$ cat src/rtl/muldiv_unit.sv
// HI/LO multiply-divide unit: iterative radix-2 DIV/DIVU (and MULT/MULTU unless MULDIV_FAST_MUL_EN
// selects a single-cycle combinational multiplier); MTHI/MTLO write HI/LO directly.
module muldiv_unit (
    input  logic        clk,
    input  logic        rst,
    input  logic        flushE,
    input  logic [7:0]  alucontrolE,
    input  logic [31:0] srcaE,
    input  logic [31:0] srcbE,
    output logic [31:0] hiE,
    output logic [31:0] loE,
    output logic        stallE,
    output logic        busyE
);

    localparam logic [7:0] OP_MULT  = 8'h18;
    localparam logic [7:0] OP_MULTU = 8'h19;
    localparam logic [7:0] OP_DIV   = 8'h1A;
    localparam logic [7:0] OP_DIVU  = 8'h1B;
    localparam logic [7:0] OP_MTHI  = 8'h11;
    localparam logic [7:0] OP_MTLO  = 8'h13;

`ifdef MULDIV_FAST_MUL_EN
    localparam logic MUL_ITER = 1'b0;
`else
    localparam logic MUL_ITER = 1'b1;
`endif

    typedef enum logic [1:0] {IDLE, BUSY, DONE} stateT;

    stateT       state;
    logic [31:0] hiReg, loReg;
    logic [4:0]  cnt;
    logic [63:0] acc;
    logic [31:0] magReg;
    logic [31:0] aRaw;
    logic        divOp, negRes, negRem, divZero;

    logic        isMul, isDiv, isSigned, isMthi, isMtlo, startIter;
    logic [31:0] absA, absB;
    logic [32:0] diff, sum;
    logic [63:0] accNext, prodFix;
    logic [31:0] quot, rem, resHi, resLo;

    always_comb begin
        isMul     = (alucontrolE == OP_MULT) || (alucontrolE == OP_MULTU);
        isDiv     = (alucontrolE == OP_DIV)  || (alucontrolE == OP_DIVU);
        isSigned  = (alucontrolE == OP_MULT) || (alucontrolE == OP_DIV);
        isMthi    = (alucontrolE == OP_MTHI);
        isMtlo    = (alucontrolE == OP_MTLO);
        startIter = !flushE && (isDiv || (isMul && MUL_ITER));
        absA      = (isSigned && srcaE[31]) ? -srcaE : srcaE;
        absB      = (isSigned && srcbE[31]) ? -srcbE : srcbE;
    end

`ifdef MULDIV_FAST_MUL_EN
    logic [63:0] fastProd;
    always_comb begin
        if (isSigned)
            fastProd = {{32{srcaE[31]}}, srcaE} * {{32{srcbE[31]}}, srcbE};
        else
            fastProd = {32'd0, srcaE} * {32'd0, srcbE};
    end
`endif

    // One radix-2 step: restoring divide on {rem, quot}, or shift-add multiply on {prodHi, multiplier}.
    always_comb begin
        diff    = acc[63:31] - {1'b0, magReg};
        sum     = {1'b0, acc[63:32]} + (acc[0] ? {1'b0, magReg} : 33'd0);
        accNext = acc;
        if (divOp) begin
            if (!diff[32])
                accNext = {diff[31:0], acc[30:0], 1'b1};
            else
                accNext = {acc[62:0], 1'b0};
        end else begin
            accNext = {sum, acc[31:1]};
        end
        quot    = accNext[31:0];
        rem     = accNext[63:32];
        prodFix = negRes ? -accNext : accNext;
        resHi   = prodFix[63:32];
        resLo   = prodFix[31:0];
        if (divOp) begin
            resHi = divZero ? aRaw : (negRem ? -rem : rem);
            resLo = divZero ? 32'hFFFF_FFFF : (negRes ? -quot : quot);
        end
    end

    always_ff @(posedge clk or negedge rst) begin
        if (!rst) begin
            state   <= IDLE;
            hiReg   <= 32'd0;
            loReg   <= 32'd0;
            cnt     <= 5'd0;
            acc     <= 64'd0;
            magReg  <= 32'd0;
            aRaw    <= 32'd0;
            divOp   <= 1'b0;
            negRes  <= 1'b0;
            negRem  <= 1'b0;
            divZero <= 1'b0;
        end else begin
            case (state)
                IDLE: begin
                    if (!flushE) begin
                        if (isMthi)
                            hiReg <= srcaE;
                        else if (isMtlo)
                            loReg <= srcaE;
`ifdef MULDIV_FAST_MUL_EN
                        else if (isMul)
                            {hiReg, loReg} <= fastProd;
`endif
                        else if (startIter) begin
                            state   <= BUSY;
                            cnt     <= 5'd31;
                            divOp   <= isDiv;
                            aRaw    <= srcaE;
                            divZero <= isDiv && (srcbE == 32'd0);
                            negRes  <= isSigned && (srcaE[31] ^ srcbE[31]);
                            negRem  <= isDiv && isSigned && srcaE[31];
                            acc     <= isDiv ? {32'd0, absA} : {32'd0, absB};
                            magReg  <= isDiv ? absB : absA;
                        end
                    end
                end
                BUSY: begin
                    if (flushE) begin
                        state <= IDLE;
                    end else begin
                        acc <= accNext;
                        cnt <= cnt - 5'd1;
                        if (cnt == 5'd0) begin
                            hiReg <= resHi;
                            loReg <= resLo;
                            state <= DONE;
                        end
                    end
                end
                default: state <= IDLE;
            endcase
        end
    end

    assign hiE    = hiReg;
    assign loE    = loReg;
    assign busyE  = (state != IDLE);
    assign stallE = rst && (((state == IDLE) && startIter) || (state == BUSY));

endmodule

$ cat config.mk
export PLATFORM = sky130hd
export DESIGN_NAME = muldiv_unit
export DESIGN_NICKNAME = d
export VERILOG_FILES = /design/src/rtl/muldiv_unit.sv
export SDC_FILE = /design/constraint.sdc
export NUM_CORES = 1
export LEC_CHECK = 0
export ABC_CLOCK_PERIOD_IN_PS = 4900
export BUFFER_PORTS_ARGS = -buffer_cell sky130_fd_sc_hd__buf_2
export CAP_MARGIN = 40
export CORE_MARGIN = 3
export CORE_UTILIZATION = 55
export DETAILED_ROUTE_END_ITERATION = 16
export PLACE_DENSITY = 0.75
export REMOVE_ABC_BUFFERS = 1
export SKIP_CTS_REPAIR_TIMING = 1
export SLEW_MARGIN = 20
export SYNTH_ARGS = -nofsm -noshare
export SYNTH_HDL_FRONTEND = slang
export SYNTH_SLANG_ARGS = --single-unit
$ cat constraint.sdc
create_clock -name clk -period 4.9 [get_ports clk]
set_input_delay 0.98 -clock clk [delete_from_list [all_inputs] [get_ports clk]]
set_output_delay 0.98 -clock clk [all_outputs]
set_load 0.05 [all_outputs]
======== Word-level counts from Yosys, hierarchy flattened ========
Cells that the tools add are included.
storage, ports and cells
  register bits ........................... 203
  bits of input ports ..................... 75
operators by class
  muxes and demuxes ....................... 44
  add/sub/neg operators ................... 8
  bitwise logic cells ..................... 4
  eq/ne operators ......................... 16
  reduce and logical (&&, ||, !) cells .... 25
operator list
  cell                                               count
  2-to-1 mux 32 bit                                  20
  2-to-1 mux 64 bit                                  8
  negation 32 bit                                    4
  one-hot mux 32 bit (2 select lines)                2
  one-hot mux 64 bit (2 select lines)                1
  negation 64 bit                                    1
  == test 8 x 5 -> 1 bit (second input constant)     6
  adder 32 x 32 -> 33 bit                            1
  subtractor 33 x 32 -> 33 bit                       1
  logical NOT 32 bit                                 1
  2-to-1 mux 5 bit                                   5
  inequality test 2 bit (second input constant)      8
  AND reduction 5 bit                                3
  2-to-1 mux 2 bit                                   6
  AND reduction 6 bit                                2
  one-hot mux 5 bit (2 select lines)                 1
  logical AND 1 bit                                  9
  logical NOT 5 bit                                  1
  logical OR 1 bit                                   5
  subtractor 5 x 1 -> 5 bit (second input constant)  1
  one-hot mux 2 bit (2 select lines)                 1
  nonzero test 2 bit                                 2
  inequality test 3 bit (second input constant)      1
  inverter 1 bit                                     3
  other kinds (4)                                    4

======== Logic depth before layout (Yosys ltp) ========
  depth after elaboration ................. 10
  depth in mapped cells ................... 23
  gate-level depth less buffers ........... 23

======== Worst setup path before layout ========
OpenSTA, ideal clock, no wires.
  path type ............................... reg2reg
  start ................................... reg acc[31]
  end ..................................... reg hiReg[30], in the netlist hiE[30]
  period minus slack after synthesis ...... 5.357 ns
  data required time ...................... 4.796 ns
  path slack .............................. -0.457 ns
  arrival ................................. 5.253 ns
  buffers on the path ..................... 1
  cell stages (with the launch flop) ...... 23
  cells stage by stage .................... dfrtp_1 inv_1 ha_1 inv_1 fa_1 a211oi_1 o21a_2 a2111o_1 a21boi_4 o31a_1 nor2b_1 ha_1 o21ai_0 nor3_1 nand3_1 or4_1 nand3b_1 or3_1 clkbuf_1 o41ai_2 xnor2_1 or4_1 o311ai_1
between the ends
  longest elaborated chain between the ends .. 10
ends and longest elaborated chain
  element                                  RTL line  RTL
  start: declaration                       34        logic [63:0] acc;
  start signal: assignment                 123       acc <= isDiv ? {32'd0, absA} : {32'd0, absB};
  start signal: assignment                 132       acc <= accNext;
  subtractor 33 x 32 -> 33 bit             68        diff = acc[63:31] - {1'b0, magReg};
  2-to-1 mux 64 bit                        72        if (!diff[32])
  2-to-1 mux 64 bit (*)                    71        if (divOp) begin
  negation 32 bit                          85        resHi = divZero ? aRaw : (negRem ? -rem : rem);
  2-to-1 mux 32 bit (2 in a row)           85
  2-to-1 mux 32 bit (*)                    84        if (divOp) begin
  2-to-1 mux 32 bit (*)                    134       if (cnt == 5'd0) begin
  2-to-1 mux 32 bit (*)                    129       if (flushE) begin
  one-hot mux 32 bit (2 select lines) (*)  104       case (state)
  end signal: assignment                   108       hiReg <= srcaE;
  end signal: assignment                   135       hiReg <= resHi;
  end: declaration                         32        logic [31:0] hiReg, loReg;
Every way passes the cells marked *; elsewhere a longest branch is shown, timed or not. The select of a mux whose other input is x is not followed.
A chain may end at the register's enable or synchronous reset.

======== Worst setup path in the final report ========
  start ................................... reg acc[31]
  end ..................................... reg hiReg[22], in the netlist hiE[22]
The elaborated chain is that of the path after synthesis.

==> metrics.txt <==
total power=~7600 uW; Multi-input gate area=roughly 0.013 sq mm; Hold Path Class=in -> async; IO buf count=140; Syn Std Cell Area=approximately 0.018 sq mm; CP max stage delay=570 ps; WS Path Type=reg -> reg; fin. max-slew vios=0; vias in the first global route=a little under 20000; I/O pin count=around 140; post-synth cell types=97; CP Launch Type=flip-flop; cell family with most CP delay=simple AND/OR/NAND/NOR gates; Max clock buf depth=3; Worst setup startpoint=acc[31]; Clock Latency Late Sink=about 570 ps; core area=approximately 0.033 sq mm; met3 wire len=around 8700 microns; GPL Wtd Cong=~1.0; Avg WL per Cell=about 23 microns; drt total wl=72200 microns; Rel. slew slack=42.9%; CTS sink cnt=just over 200; CP max stage cell=or4_4; P&R area growth vs syn=24.0%; NumNets Final=approximately 2900; die width=~190 microns; crit path max fanout=5; RSZ-0062 raised after global routing=yes; first-pass GRT wire length=between 100000 and 150000 microns; row count=66; Post-Syn Instances=between 2000 and 2500; reg-to-reg startpoint=acc[31]; Synth warnings=0; failing checks=negative setup slack; post-DP HPWL=54100 microns; Placed Instance Area=between 0.02 and 0.025 sq mm; met2 wire length=about 31000 microns; CP endpoint kind=flip-flop; Power Density=336 mW/mm^2; clock skew=around 34 ps; Fillers=around 2700; Sequential Area=around 0.0051 sq mm; fin crit share=104%; WL met1=between 20000 and 30000 microns; H-tree depth=1; post-route ant nets=0; Non-Filler Instances=~3200; Max Used Layer=met5; final worst slack=-202 ps; Worst Path Arrival=5570 ps; Worst Tran Pin Value=roughly 860 ps; CTS root buf=clkbuf_16; fin area=around 0.023 sq mm; largest net degree at the start of global routing=69; Critical Path RT=5360 ps; Worst IR Drop VDD=0.313 mV; Starting Density=between 50% and 60%; FF-to-FF path depth=23; crit path capture=hiE[22]; status=finished, violations left; Iter 0 DRT Violations=about 2600; initial antenna violation count=5; total global-route track usage=between 30 and 40%; asr flop ratio synth=100%; cts bufs inserted=26; CP Depth=23; die span in y=~190 microns; Avg Inst Size Synth=around 7.6 sq um; drt pass-1 iters=6; grt ovf=0; CTS tree=yes; # DRC=0; Crit path buffers/inverters=4; Period minus WS final=just over 5000 ps; ys flop type=dfrtp_1; RR Endpoint=hiE[22]; DIE AREA=roughly 0.036 sq mm; clk slew on worst S/H paths=60 ps; Seq/Total Area, Yosys=approximately 28%; CP cell instances=inv_2 > ha_4 > inv_2 > fa_2 > a211oi_2 > o21a_2 > a2111oi_4 > o211ai_1 > o31a_1 > nor2b_1 > buf_4 > ha_4 > o21ai_4 > nor3_4 > nand3_4 > or4_4 > nand3b_1 > or3_4 > buf_12 > o31ai_4 > xnor2_1 > nand2_1 > a211oi_2; Sum Neg Setup Slack=-1930 ps; worst reg2reg setup slack=-200 ps; routed vias/inst=roughly 6.5; FF+latch count, synth=slightly above 200; Leak=0.0103 uW; Hold Fails Final Rpt=0; FMAX=around 200 MHz; Final setup viols=17; via count of the routed design=roughly 21000; max cap viols=0; dpl cells=3117; Post-synth EDFFs=0; layout cells sized above 1=~22%; Antenna diodes=0
## cells in the mapped netlist, types with 22 or more instances
cell      number  share of area (%)
a211oi_1      22               0.90
a21o_1        26                1.1
a21oi_1      174                4.8
a31oi_1       28               0.96
and2_1        43                1.5
buf_2         22               0.60
clkbuf_1     121                2.5
dfrtp_1      203                 28
ha_1          70                4.8
inv_1         73                1.5
mux2i_1       60                3.3
nand2_1      369                7.6
nand3_1       50                1.4
nand4_1       24               0.82
nor2_1       183                3.8
nor3_1        47                1.3
o211ai_1      22               0.90
o21ai_0      247                6.8
o22ai_1       51                1.7
o31ai_1       37                1.5
xnor2_1       88                4.2
xor2_1        92                4.4
## metrics by stage
stage,hold slack [ps],utilization (%),worst slack (ps)
3_5_place_dp,461,64.7,-609
6_report,380,69.4,-202
2_1_floorplan,437,-,-3560
3_3_place_gp,450,64.6,-438
4_1_cts,414,67.4,-678
5_1_grt,411,69.4,-408
## sequential cells by signal (all words and copies together) (netlist names)
| signal | count |
|---|---|
| acc | 64 |
| aRaw | 32 |
| hiE | 32 |
| loE | 32 |
| magReg | 32 |
| cnt | 5 |
| state | 2 |
| divOp | 1 |
| divZero | 1 |
| negRem | 1 |
| negRes | 1 |
## logic make-up (layout without fill, tap and decap cells)
kind of cell    Yosys count  in the layout  share of synthesized area [%]
compound gates          778            778                           27.2
xor+xnor                180            180                           8.61
fa+ha+maj                72             72                           5.00
buf+inv                 229            565                           4.97
flops                   203            203                           27.7
mux                      74             74                           4.14
simple gates            869            869                           22.3
## final cells by class
type	instances	share of cell area, %
sequential	203	22.4
inverter	74	1.22
timing repair buffer	444	13.7
multi-input combinational	1973	56.4
clock inverter	8	0.375
tap	442	2.44
clock buffer	39	3.43
## worst min path at each step
stage                       endpoint     start  slack (ps)  cells past startpoint
after detailed placement    aRaw[18]  aRaw[18]         460                      2
after floorplan             aRaw[14]  aRaw[14]         440                      2
after CTS                 magReg[26]       rst         410                      1
after global routing      magReg[26]       rst         410                      1
after global placement      aRaw[14]  aRaw[14]         450                      2
final                     magReg[26]       rst         380                      1
## report_power, final
| group | total, uW | switching [uW] | internal, uW |
|---|---|---|---|
| combinational | 3460 | 2150 | 1310 |
| clock | 1960 | 810 | 1150 |
| sequential | 2200 | 258 | 1940 |
## routing by layer
layer | global-route usage, % | up-vias
li1 | - | 9340
met1 | 52.9 | 9819
met2 | 59.6 | 1330
met3 | 8.63 | 257
met4 | 17.5 | 4
met5 | 0 | -
## worst reg2reg max path, delay by kind of cell (launching register included)
| kind | cells | cell delay, ps |
|---|---|---|
| AND/OR/NAND/NOR | 7 | 1840 |
| AO/OA/AOI/OAI | 8 | 1500 |
| adder cells (fa/ha/maj) | 3 | 660 |
| buffers and inverters | 4 | 470 |
| flip-flops | 1 | 390 |
| XOR/XNOR | 1 | 150 |
## placed cells by master (no fill, tap or decap), types with 20 or more instances in the layout
cell         n
buf_2      139
o21ai_0    225
nand2b_1    20
nand3_1     46
inv_1       71
o31ai_1     31
clkbuf_16   27
buf_4      295
xnor2_1     87
nor3_1      44
a21oi_1    172
ha_1        65
nand2_1    364
mux2i_1     60
nor2_1     180
dfrtp_1    200
and2_1      43
o211ai_1    22
o22ai_1     51
a31oi_1     26
xor2_1      92
nand4_1     24
a21o_1      26
Power figures use the tool's default switching activity.
